==> config.mk <==
export PLATFORM = sky130hd
export DESIGN_NAME = load_store_unit
export DESIGN_NICKNAME = d
export VERILOG_FILES = /design/src/rtl/load_store_unit.sv
export SDC_FILE = /design/constraint.sdc
export NUM_CORES = 1
export LEC_CHECK = 0
export CAP_MARGIN = 20
export CORE_MARGIN = 2
export CORE_UTILIZATION = 40
export CTS_CLUSTER_DIAMETER = 150
export DETAILED_ROUTE_END_ITERATION = 10
export HOLD_SLACK_MARGIN = 0.06
export PLACE_DENSITY = 0.73
export SETUP_SLACK_MARGIN = 0.2
export SYNTH_ARGS = -nofsm -noshare
export SYNTH_HDL_FRONTEND = slang
export SYNTH_SLANG_ARGS = --single-unit
==> constraint.sdc <==
create_clock -name clk -period 3.17 [get_ports clk]
set_input_delay 0.317 -clock clk [delete_from_list [all_inputs] [get_ports clk]]
set_output_delay 0.317 -clock clk [all_outputs]
set_load 0.01 [all_outputs]
==> src/rtl/load_store_unit.sv <==
// rtl/load_store_unit.sv - load/store engine: lane alignment, byte enables, load extension, misalign/timeout flags
module load_store_unit #(
  parameter int XLEN    = 32,
  parameter int ADDR_W  = 32,
  parameter int TIMEOUT = 255
) (
  input  logic                clk,
  input  logic                rstn,
  input  logic                start,
  input  logic                is_store,
  input  logic [1:0]          size,
  input  logic                unsigned_ld,
  input  logic [ADDR_W-1:0]   addr,
  input  logic [XLEN-1:0]     wdata,
  output logic                busy,
  output logic                done,
  output logic [XLEN-1:0]     rdata,
  output logic                err_misaligned,
  output logic                err_timeout,
  output logic                mem_req,
  output logic                mem_we,
  output logic [ADDR_W-1:0]   mem_addr,
  output logic [XLEN/8-1:0]   mem_be,
  output logic [XLEN-1:0]     mem_wdata,
  input  logic [XLEN-1:0]     mem_rdata,
  input  logic                mem_ack
);

  localparam int NB   = XLEN / 8;
  localparam int OFFW = $clog2(NB);
  localparam int CW   = $clog2(TIMEOUT + 1);

  typedef enum logic [1:0] {IDLE, REQ, DONE} state_t;

  state_t            state, state_nxt;
  logic [CW-1:0]     cnt, cnt_nxt;
  logic [OFFW-1:0]   op_off, op_off_nxt;
  logic [1:0]        op_size, op_size_nxt;
  logic              op_uns, op_uns_nxt;

  logic              busy_nxt, done_nxt, err_mis_nxt, err_to_nxt;
  logic              mem_req_nxt, mem_we_nxt;
  logic [ADDR_W-1:0] mem_addr_nxt;
  logic [NB-1:0]     mem_be_nxt;
  logic [XLEN-1:0]   mem_wdata_nxt, rdata_nxt;

  logic [OFFW-1:0]   off;
  logic              misaligned;
  logic              timed_out;
  logic [NB-1:0]     be_calc;
  logic [XLEN-1:0]   ld_shift, ld_fmt;

  assign off       = addr[OFFW-1:0];
  assign timed_out = (cnt == CW'(TIMEOUT));
  assign ld_shift  = mem_rdata >> {op_off, 3'b000};

  // A double access on a 32-bit build has no legal form, so it is rejected like a misalignment.
  always_comb begin
    misaligned = 1'b0;
    case (size)
      2'b01:   misaligned = addr[0];
      2'b10:   misaligned = |addr[1:0];
      2'b11:   misaligned = (XLEN == 32) ? 1'b1 : |addr[2:0];
      default: misaligned = 1'b0;
    endcase
  end

  always_comb begin
    be_calc = '1;
    case (size)
      2'b00:   be_calc = NB'(1) << off;
      2'b01:   be_calc = NB'(3) << off;
      2'b10:   be_calc = NB'(15) << off;
      default: be_calc = '1;
    endcase
  end

  always_comb begin
    ld_fmt = ld_shift;
    case (op_size)
      2'b00:   for (int i = 8;  i < XLEN; i++) ld_fmt[i] = ~op_uns & ld_shift[7];
      2'b01:   for (int i = 16; i < XLEN; i++) ld_fmt[i] = ~op_uns & ld_shift[15];
      2'b10:   for (int i = 32; i < XLEN; i++) ld_fmt[i] = ~op_uns & ld_shift[31];
      default: ld_fmt = ld_shift;
    endcase
  end

  always_ff @(posedge clk or negedge rstn) begin
    if (!rstn) begin
      state          <= IDLE;
      cnt            <= '0;
      op_off         <= '0;
      op_size        <= '0;
      op_uns         <= 1'b0;
      busy           <= 1'b0;
      done           <= 1'b0;
      err_misaligned <= 1'b0;
      err_timeout    <= 1'b0;
      rdata          <= '0;
      mem_req        <= 1'b0;
      mem_we         <= 1'b0;
      mem_addr       <= '0;
      mem_be         <= '0;
      mem_wdata      <= '0;
    end else begin
      state          <= state_nxt;
      cnt            <= cnt_nxt;
      op_off         <= op_off_nxt;
      op_size        <= op_size_nxt;
      op_uns         <= op_uns_nxt;
      busy           <= busy_nxt;
      done           <= done_nxt;
      err_misaligned <= err_mis_nxt;
      err_timeout    <= err_to_nxt;
      rdata          <= rdata_nxt;
      mem_req        <= mem_req_nxt;
      mem_we         <= mem_we_nxt;
      mem_addr       <= mem_addr_nxt;
      mem_be         <= mem_be_nxt;
      mem_wdata      <= mem_wdata_nxt;
    end
  end

  // An ack in the final allowed cycle still completes the access rather than timing out.
  always_comb begin
    state_nxt = state;
    case (state)
      IDLE:    if (start) state_nxt = misaligned ? DONE : REQ;
      REQ:     if (mem_ack || timed_out) state_nxt = DONE;
      DONE:    state_nxt = IDLE;
      default: state_nxt = IDLE;
    endcase
  end

  always_comb begin
    busy_nxt      = (state_nxt != IDLE);
    done_nxt      = (state_nxt == DONE);
    err_mis_nxt   = 1'b0;
    err_to_nxt    = 1'b0;
    cnt_nxt       = cnt;
    op_off_nxt    = op_off;
    op_size_nxt   = op_size;
    op_uns_nxt    = op_uns;
    rdata_nxt     = rdata;
    mem_req_nxt   = mem_req;
    mem_we_nxt    = mem_we;
    mem_addr_nxt  = mem_addr;
    mem_be_nxt    = mem_be;
    mem_wdata_nxt = mem_wdata;
    case (state)
      IDLE: begin
        if (start) begin
          if (misaligned) begin
            err_mis_nxt = 1'b1;
          end else begin
            mem_req_nxt   = 1'b1;
            mem_we_nxt    = is_store;
            mem_addr_nxt  = {addr[ADDR_W-1:OFFW], {OFFW{1'b0}}};
            mem_be_nxt    = be_calc;
            mem_wdata_nxt = wdata << {off, 3'b000};
            cnt_nxt       = '0;
            op_off_nxt    = off;
            op_size_nxt   = size;
            op_uns_nxt    = unsigned_ld;
          end
        end
      end
      REQ: begin
        if (mem_ack) begin
          mem_req_nxt = 1'b0;
          if (!mem_we) rdata_nxt = ld_fmt;
        end else if (timed_out) begin
          mem_req_nxt = 1'b0;
          err_to_nxt  = 1'b1;
        end else begin
          cnt_nxt = cnt + CW'(1);
        end
      end
      default: ;
    endcase
  end

endmodule
==> impl_summary.txt, run 1 <==
----------------------------------------------------
[Clock tree]
  Buffer type at the clock tree root ... clkbuf_16
  Postcts setup bufs ... 0
  Total number of clock tree sinks ... 119
  Number of H-tree branching levels ... 4
  Clock tree from TritonCTS ... yes
  Number of clock buffers inserted by TritonCTS ... 17
  Clock latency at the later pin of the worst-skew pair ... 0.41 ns
  Clock transition at the registers of the reported paths ... 0.05 ns
  Clock tree buffer depth ... 2

[Synth]
  Share of synthesized area occupied by flip-flops and latches ... 52.2%
  Number of warnings reported in the yosys synthesis log ... 0
  Synth Flop Type ... dfrtp_1
  Count of flip-flops with a built-in enable after synthesis ... 0
  Average instance area after synthesis ... 10.6 um^2
  Library cells used by synthesis ... 47
  Count of state elements after synthesis ... 119
  Synth Cell Area ... 5700 um^2
  Proportion of register bits with asynchronous set or reset after synthesis ... 100%
  Cells after Synth ... 536

[STA]
  Maximum frequency from static timing analysis ... 423 MHz
  Setup repair after global routing missed its margin ... false
  Crit path time final ... 2.36 ns
  Setup TNS ... 0 ns
  WHS ... 0.480 ns
  Number of max-slew violations in the final report ... 0
  Number of hold violations in the final report ... 0
  Final-report setup violation count ... 0
  Relative slew margins ... 45.8%
  Period utilization ... 74.5%
  Transition time of the tightest slew-check pin ... 0.813 ns
  Clock skew after layout ... 0.00609 ns

[Floorplanning]
  Die Ht ... 123 um
  X dimension of the die ... 123 um
  Core Rows ... 43
  Starting Density ... 41.1%
  Placeable core region ... 13900 um^2
  Floorplan die area ... 15200 um^2
  I/O pin total ... 210

[Setup path]
  Worst setup path startpoint ... size[0]
  CP required ... 3.46 ns
  Reg2Reg Capture Point ... rdata[31]
  Setup CP Type ... input pin to register
  Data arrival time of the critical path ... 2.66 ns
  Kind of launch point of the worst setup path ... input pin
  CP endpoint ... cnt[2]
  Largest fanout of any net on the critical path ... 35
  Depth of the worst register-to-register path ... 4
  Reg2reg start ... op_off[1]
  Reg2reg setup slack ... 0.99 ns
  CP endpoint kind ... register

[Routing]
  Wire length reported by the detailed router ... 16500 um
  Number of vias after detailed routing ... 4910
  Drt pass-1 iters ... 5
  Detail-routed net length per standard cell ... 17.8 um
  Number of DRC violations after detailed routing ... 0
  1st-iter DRT viols ... 274
  Number of antenna-violating nets in the routed design ... 0
  Via density per instance ... 5.30

[GRT]
  Global-route wire length before repair ... 25000 um
  Via count of the first global-routing pass ... 4821
  Total overflow reported by the global router ... 0
  Initial antenna violation count ... 0
  Tot GR Track Use ... 21.6%
  Maximum number of pins on one net before global-route repair ... 72

[Pwr]
  Overall power consumption ... 7.56 mW
  Power Density ... 884 nW/um^2
  Worst VDD drop ... 0.432 mV
  LEAKAGE ... 3.72 nW

[Finish]
  Commonest cells after routing, fill and taps aside ... 206 x clkdlybuf4s50_1, 119 x dfrtp_1, 60 x nand2_1
  Most frequent standard cell in the layout excluding fill and tap cells ... clkdlybuf4s50_1
  Nets@finish ... 845
  Number of antenna diodes ... 0
  Ratio of cells with drive above 1 in the final layout ... 12.9%
  Count of fill cells added during filler insertion ... 1159
  Filler-free cell count of the finished design ... 927
  Design area ... 8550 um^2
  Area growth from synthesis to layout ... 49.9%

[Placed design]
  Last weighted congestion value of the routability-driven placer ... 0.877
  Placed cell count ... 894
  Post-place instance area ... 7910 um^2
  Half-perimeter wire length after detailed placement ... 12000 um
  Count of input and output buffers ... 207

[Hold path]
  Type of the worst min-delay path ... register to register

[Flow run]
  Reported max-cap violation count ... 0

[Run status]
  Result of the run ... finished, final reports clean

----------------------------------------------------
[cells in the mapped netlist (2+ instances only)]
library cell / n / area share (%)
buf_4: 2 / 0.26
a21oi_1: 37 / 3.2
nor3_1: 4 / 0.35
or2_2: 4 / 0.44
a211oi_1: 8 / 1.1
buf_1: 6 / 0.39
a221o_1: 11 / 1.9
and3_1: 3 / 0.33
buf_6: 2 / 0.39
nand2_1: 60 / 3.9
o21ai_0: 40 / 3.5
mux2_2: 42 / 8.3
o31ai_1: 8 / 1.1
a31oi_1: 4 / 0.44
ha_1: 6 / 1.3
mux2i_1: 33 / 5.8
nand3_1: 17 / 1.5
nor2b_1: 13 / 1.4
clkbuf_1: 16 / 1.1
o211ai_1: 2 / 0.26
mux2_4: 8 / 2.1
and2_1: 10 / 1.1
o22ai_1: 2 / 0.22
inv_1: 6 / 0.39
nand4_1: 2 / 0.22
nor2_1: 42 / 2.8
dfrtp_1: 119 / 52
buf_2: 10 / 0.88
[per-stage QoR]
step | util, % | setup WS [ns]
finish | 61.6 | 0.808
global route | 61.6 | 0.703
CTS | 61.4 | 0.817
detailed placement | 56.9 | 0.382
global placement | 56.9 | 0.446
floorplan | - | 1.29
[report_power, final]
part	total (mW)	switching, mW	internal [mW]
sequential	2.54	0.399	2.14
clock	1.98	0.672	1.31
combinational	3.04	1.29	1.75
total	7.56	2.36	5.21
[flip-flops by register name (all words and copies together) (netlist names), 2 cells and up]
name / cells
cnt: 8
mem_addr: 30
mem_be: 4
mem_wdata: 32
op_off: 2
op_size: 2
rdata: 32
state: 2
[worst max-delay path: stages]
cell and delay, ns:
clkdlybuf4s50_1 0.54, inv_1 0.10, ha_1 0.25, o21ba_2 0.21, a221o_4 0.59, and2_1 0.29, a221o_1 0.36
[per-layer routing]
metal / up-vias / track usage (%) / wire length, um / part of all wire, %
met5: - / 0 / 0 / 0
met4: 0 / 6.46 / 217 / 1.3
met3: 17 / 9.36 / 1650 / 10
met2: 212 / 35.0 / 7980 / 48
met1: 2387 / 26.2 / 6630 / 40
li1: 2294 / - / - / -
[how the worst min path moves through the flow]
stage	from	to	depth (start not counted)
2_1_floorplan	rstn	busy	0
3_3_place_gp	rstn	err_timeout	1
3_5_place_dp	rstn	busy	1
4_1_cts	rdata[4]	rdata[4]	2
5_1_grt	addr[22]	mem_addr[22]	2
6_report	rdata[4]	rdata[4]	2
[cell type report]
type	count	area, um^2	share of cell area (%)
Sequential cell	119	2980	34.8
Multi-Input combinational cell	375	2530	29.6
Timing Repair Buffer	216	2180	25.5
Clock buffer	23	488	5.71
Tap cell	180	225	2.63
Clock inverter	8	120	1.40
Inverter	6	22.5	0.263
[kinds of logic after synthesis]
| logic type | count (synthesis) | synth area share (%) |
|---|---|---|
| compound gates | 120 | 12.9 |
| fa+ha+maj | 6 | 1.32 |
| buf+inv | 43 | 3.64 |
| flops | 119 | 52.2 |
| mux | 84 | 16.6 |
| other cells | 1 | 0.0658 |
| simple gates | 163 | 13.2 |
[repair_timing]
item / 4_1_cts / 5_1_grt
hold endpoints to repair: 61 / 0
resized for setup: 0 / 0
setup endpoints to repair: 0 / 0
hold buffers: 1 / 0
(Power assumes the default switching activity.)
==> run 2, diff against run 1 <==
Clock period 3.17 ns to 2.3 ns, I/O delays scaled along.
==> run 2 against run 1 <==
  * Clock power is 47% higher
  * Total power rose by 41%
  * Global-route usage is 0.71 points higher
  * Critical path depth rose by 1
  * Final cell count up 1.8%
  * Sequential share of layout area decreased by 0.61 points
  * Flip-flop and latch count is the same
  * Register-to-register slack got worse by 0.65 ns
  * Die area did not move
  * Worst hold slack got worse by 0.13 ns
  * Worst setup slack got worse by 0.50 ns
  * Critical endpoint is now mem_wdata[4]
  * Largest cell class unchanged
==> impl_summary.txt, run 2 (same netlist as run 1, synthesis figures left out) <==
----------------------------------------------------
[Run status]
  Result of the run ... finished, final reports clean

[Finish]
  Most frequent standard cell in the layout excluding fill and tap cells ... clkdlybuf4s50_1
  Filler-free cell count of the finished design ... 944
  Ratio of cells with drive above 1 in the final layout ... 14.7%
  Post-layout util ... 62.7%
  Nets@finish ... 861
  Commonest cells after routing, fill and taps aside ... 206 x clkdlybuf4s50_1, 119 x dfrtp_1, 60 x nand2_1
  Number of antenna diodes ... 0
  Area growth from synthesis to layout ... 52.6%
  Leading registers by flop count ... mem_wdata (32), rdata (32), mem_addr (30)

[Clock tree]
  Buffer type at the clock tree root ... clkbuf_16
  Clock latency at the later pin of the worst-skew pair ... 0.41 ns
  Number of H-tree branching levels ... 4
  Clock transition at the registers of the reported paths ... 0.05 ns
  # resized after CTS ... 0
  Clock tree from TritonCTS ... yes
  Number of clock buffers inserted by TritonCTS ... 17
  Total number of clock tree sinks ... 119
  Clock tree buffer depth ... 2

[GRT]
  Tot GR Track Use ... 22.3%
  Maximum number of pins on one net before global-route repair ... 65
  Global-route wire length before repair ... 25800 um
  Initial antenna violation count ... 0
  Total overflow reported by the global router ... 0
  Via count of the first global-routing pass ... 5018

[Setup path]
  Largest fanout of any net on the critical path ... 64
  Maximum cell stage delay along the critical path ... 0.48 ns
  Cell with the largest stage delay on the worst path ... clkdlybuf4s50_1
  CP endpoint kind ... register
  Setup CP Type ... input pin to register
  Family of cells with the greatest summed delay on the critical path ... buffers and inverters
  CP bufs+invs ... 4
  Data arrival time of the critical path ... 2.31 ns
  Kind of launch point of the worst setup path ... input pin
  CP required ... 2.62 ns
  Crit path cell chain ... clkdlybuf4s50_1 > inv_1 > ha_1 > o21ba_2 > a221o_4 > buf_12 > buf_4 > o21ai_0

[Pwr]
  Worst VDD drop ... 0.693 mV
  LEAKAGE ... 3.82 nW
  Power Density ... 1220 nW/um^2

[STA]
  WHS ... 0.351 ns
  Final-report setup violation count ... 0
  Crit path time final ... 1.99 ns
  Setup repair after global routing missed its margin ... false
  Period utilization ... 86.6%
  Maximum frequency from static timing analysis ... 502 MHz
  Transition time of the tightest slew-check pin ... 0.679 ns
  Number of max-slew violations in the final report ... 0
  Clock skew after layout ... 0.00604 ns
  Number of hold violations in the final report ... 0
  Relative slew margins ... 54.6%

[Routing]
  Number of antenna-violating nets in the routed design ... 0
  Wire length reported by the detailed router ... 16800 um
  Number of vias after detailed routing ... 4986
  Number of DRC violations after detailed routing ... 0
  1st-iter DRT viols ... 359
  Detail-routed net length per standard cell ... 17.8 um
  Drt pass-1 iters ... 4
  Via density per instance ... 5.28

[Placed design]
  Count of input and output buffers ... 207
  Last weighted congestion value of the routability-driven placer ... 0.882
  Placed cell count ... 910
  Half-perimeter wire length after detailed placement ... 12300 um

[Floorplanning]
  I/O pin total ... 210
  X dimension of the die ... 123 um
  Core Rows ... 43
  Floorplan die area ... 15200 um^2
  Die Ht ... 123 um
  Placeable core region ... 13900 um^2
  Starting Density ... 41.1%

[Flow run]
  Reported max-cap violation count ... 0

[Hold path]
  Type of the worst min-delay path ... input pin to async pin

----------------------------------------------------
-- run 2: cell count changes in the layout (fill, tap and decap cells not counted), sizes merged --
cell,change
buf,+16
bufinv,+2
clkinvlp,-2
clkinv,+1
-- run 2: metrics by stage --
step	setup slack (ns)	area, um^2	TNS, ns	power [mW]
global placement	-0.0144	8040	-0.125	7.63
finish	0.308	8700	0	10.6
global route	0.245	8700	0	11.2
floorplan	0.458	5710	0	5.41
CTS	0.345	8700	0	10.7
detailed placement	-0.0872	8040	-1.59	7.73
-- run 2: cell type report --
cell class,instances,area (um^2)
fill,1117,5180
sequential,119,2980
multi-input combinational,375,2530
timing repair buffer,232,2300
clock buffer,23,478
tap,180,225
clock inverter,9,170
inverter,6,22.5
-- run 2: power breakdown --
| group | leakage, nW | total [mW] | internal, mW | switching [mW] |
|---|---|---|---|---|
| clock | 0.321 | 2.91 | 2.00 | 0.906 |
| sequential | 1.48 | 3.51 | 2.95 | 0.563 |
| combinational | 2.02 | 4.20 | 2.42 | 1.78 |
-- run 2: path summary, 6_finish.rpt --
kind                               startpoint             to  slack, ns  cells past startpoint
worst max-delay path                  size[0]   mem_wdata[4]       0.31                      8
worst min-delay path                     rstn      rdata[12]       0.35                      2
worst max register to register       state[0]   mem_wdata[4]       0.34                      5
worst min register to register  mem_wdata[14]  mem_wdata[14]       0.47                      2
max in group asynchronous                rstn    mem_addr[8]       1.21                      3
min in group clk                        start           busy       0.41                      3
-- run 2: timing repair --
| action | in CTS | in global routing |
|---|---|---|
| setup buffers | 0 | 1 |
| hold endpoints to repair | 40 | 0 |
| hold buffers | 1 | 0 |
| setup endpoints to repair | 0 | 3 |
-- run 2: per-layer routing --
layer	up-vias	GRT usage, %	wire length (um)
met5	-	0	0
met4	0	10.5	320
met3	20	7.89	1590
met2	211	36.7	8260
met1	2423	26.0	6590
li1	2332	-	-
-- run 2: worst reg2reg max path, cell delays in order (launching register included) --
cell and delay [ns]:
dfrtp_1 0.41, or3b_1 0.45, a221o_4 0.38, buf_12 0.21, buf_4 0.24, o21ai_0 0.18
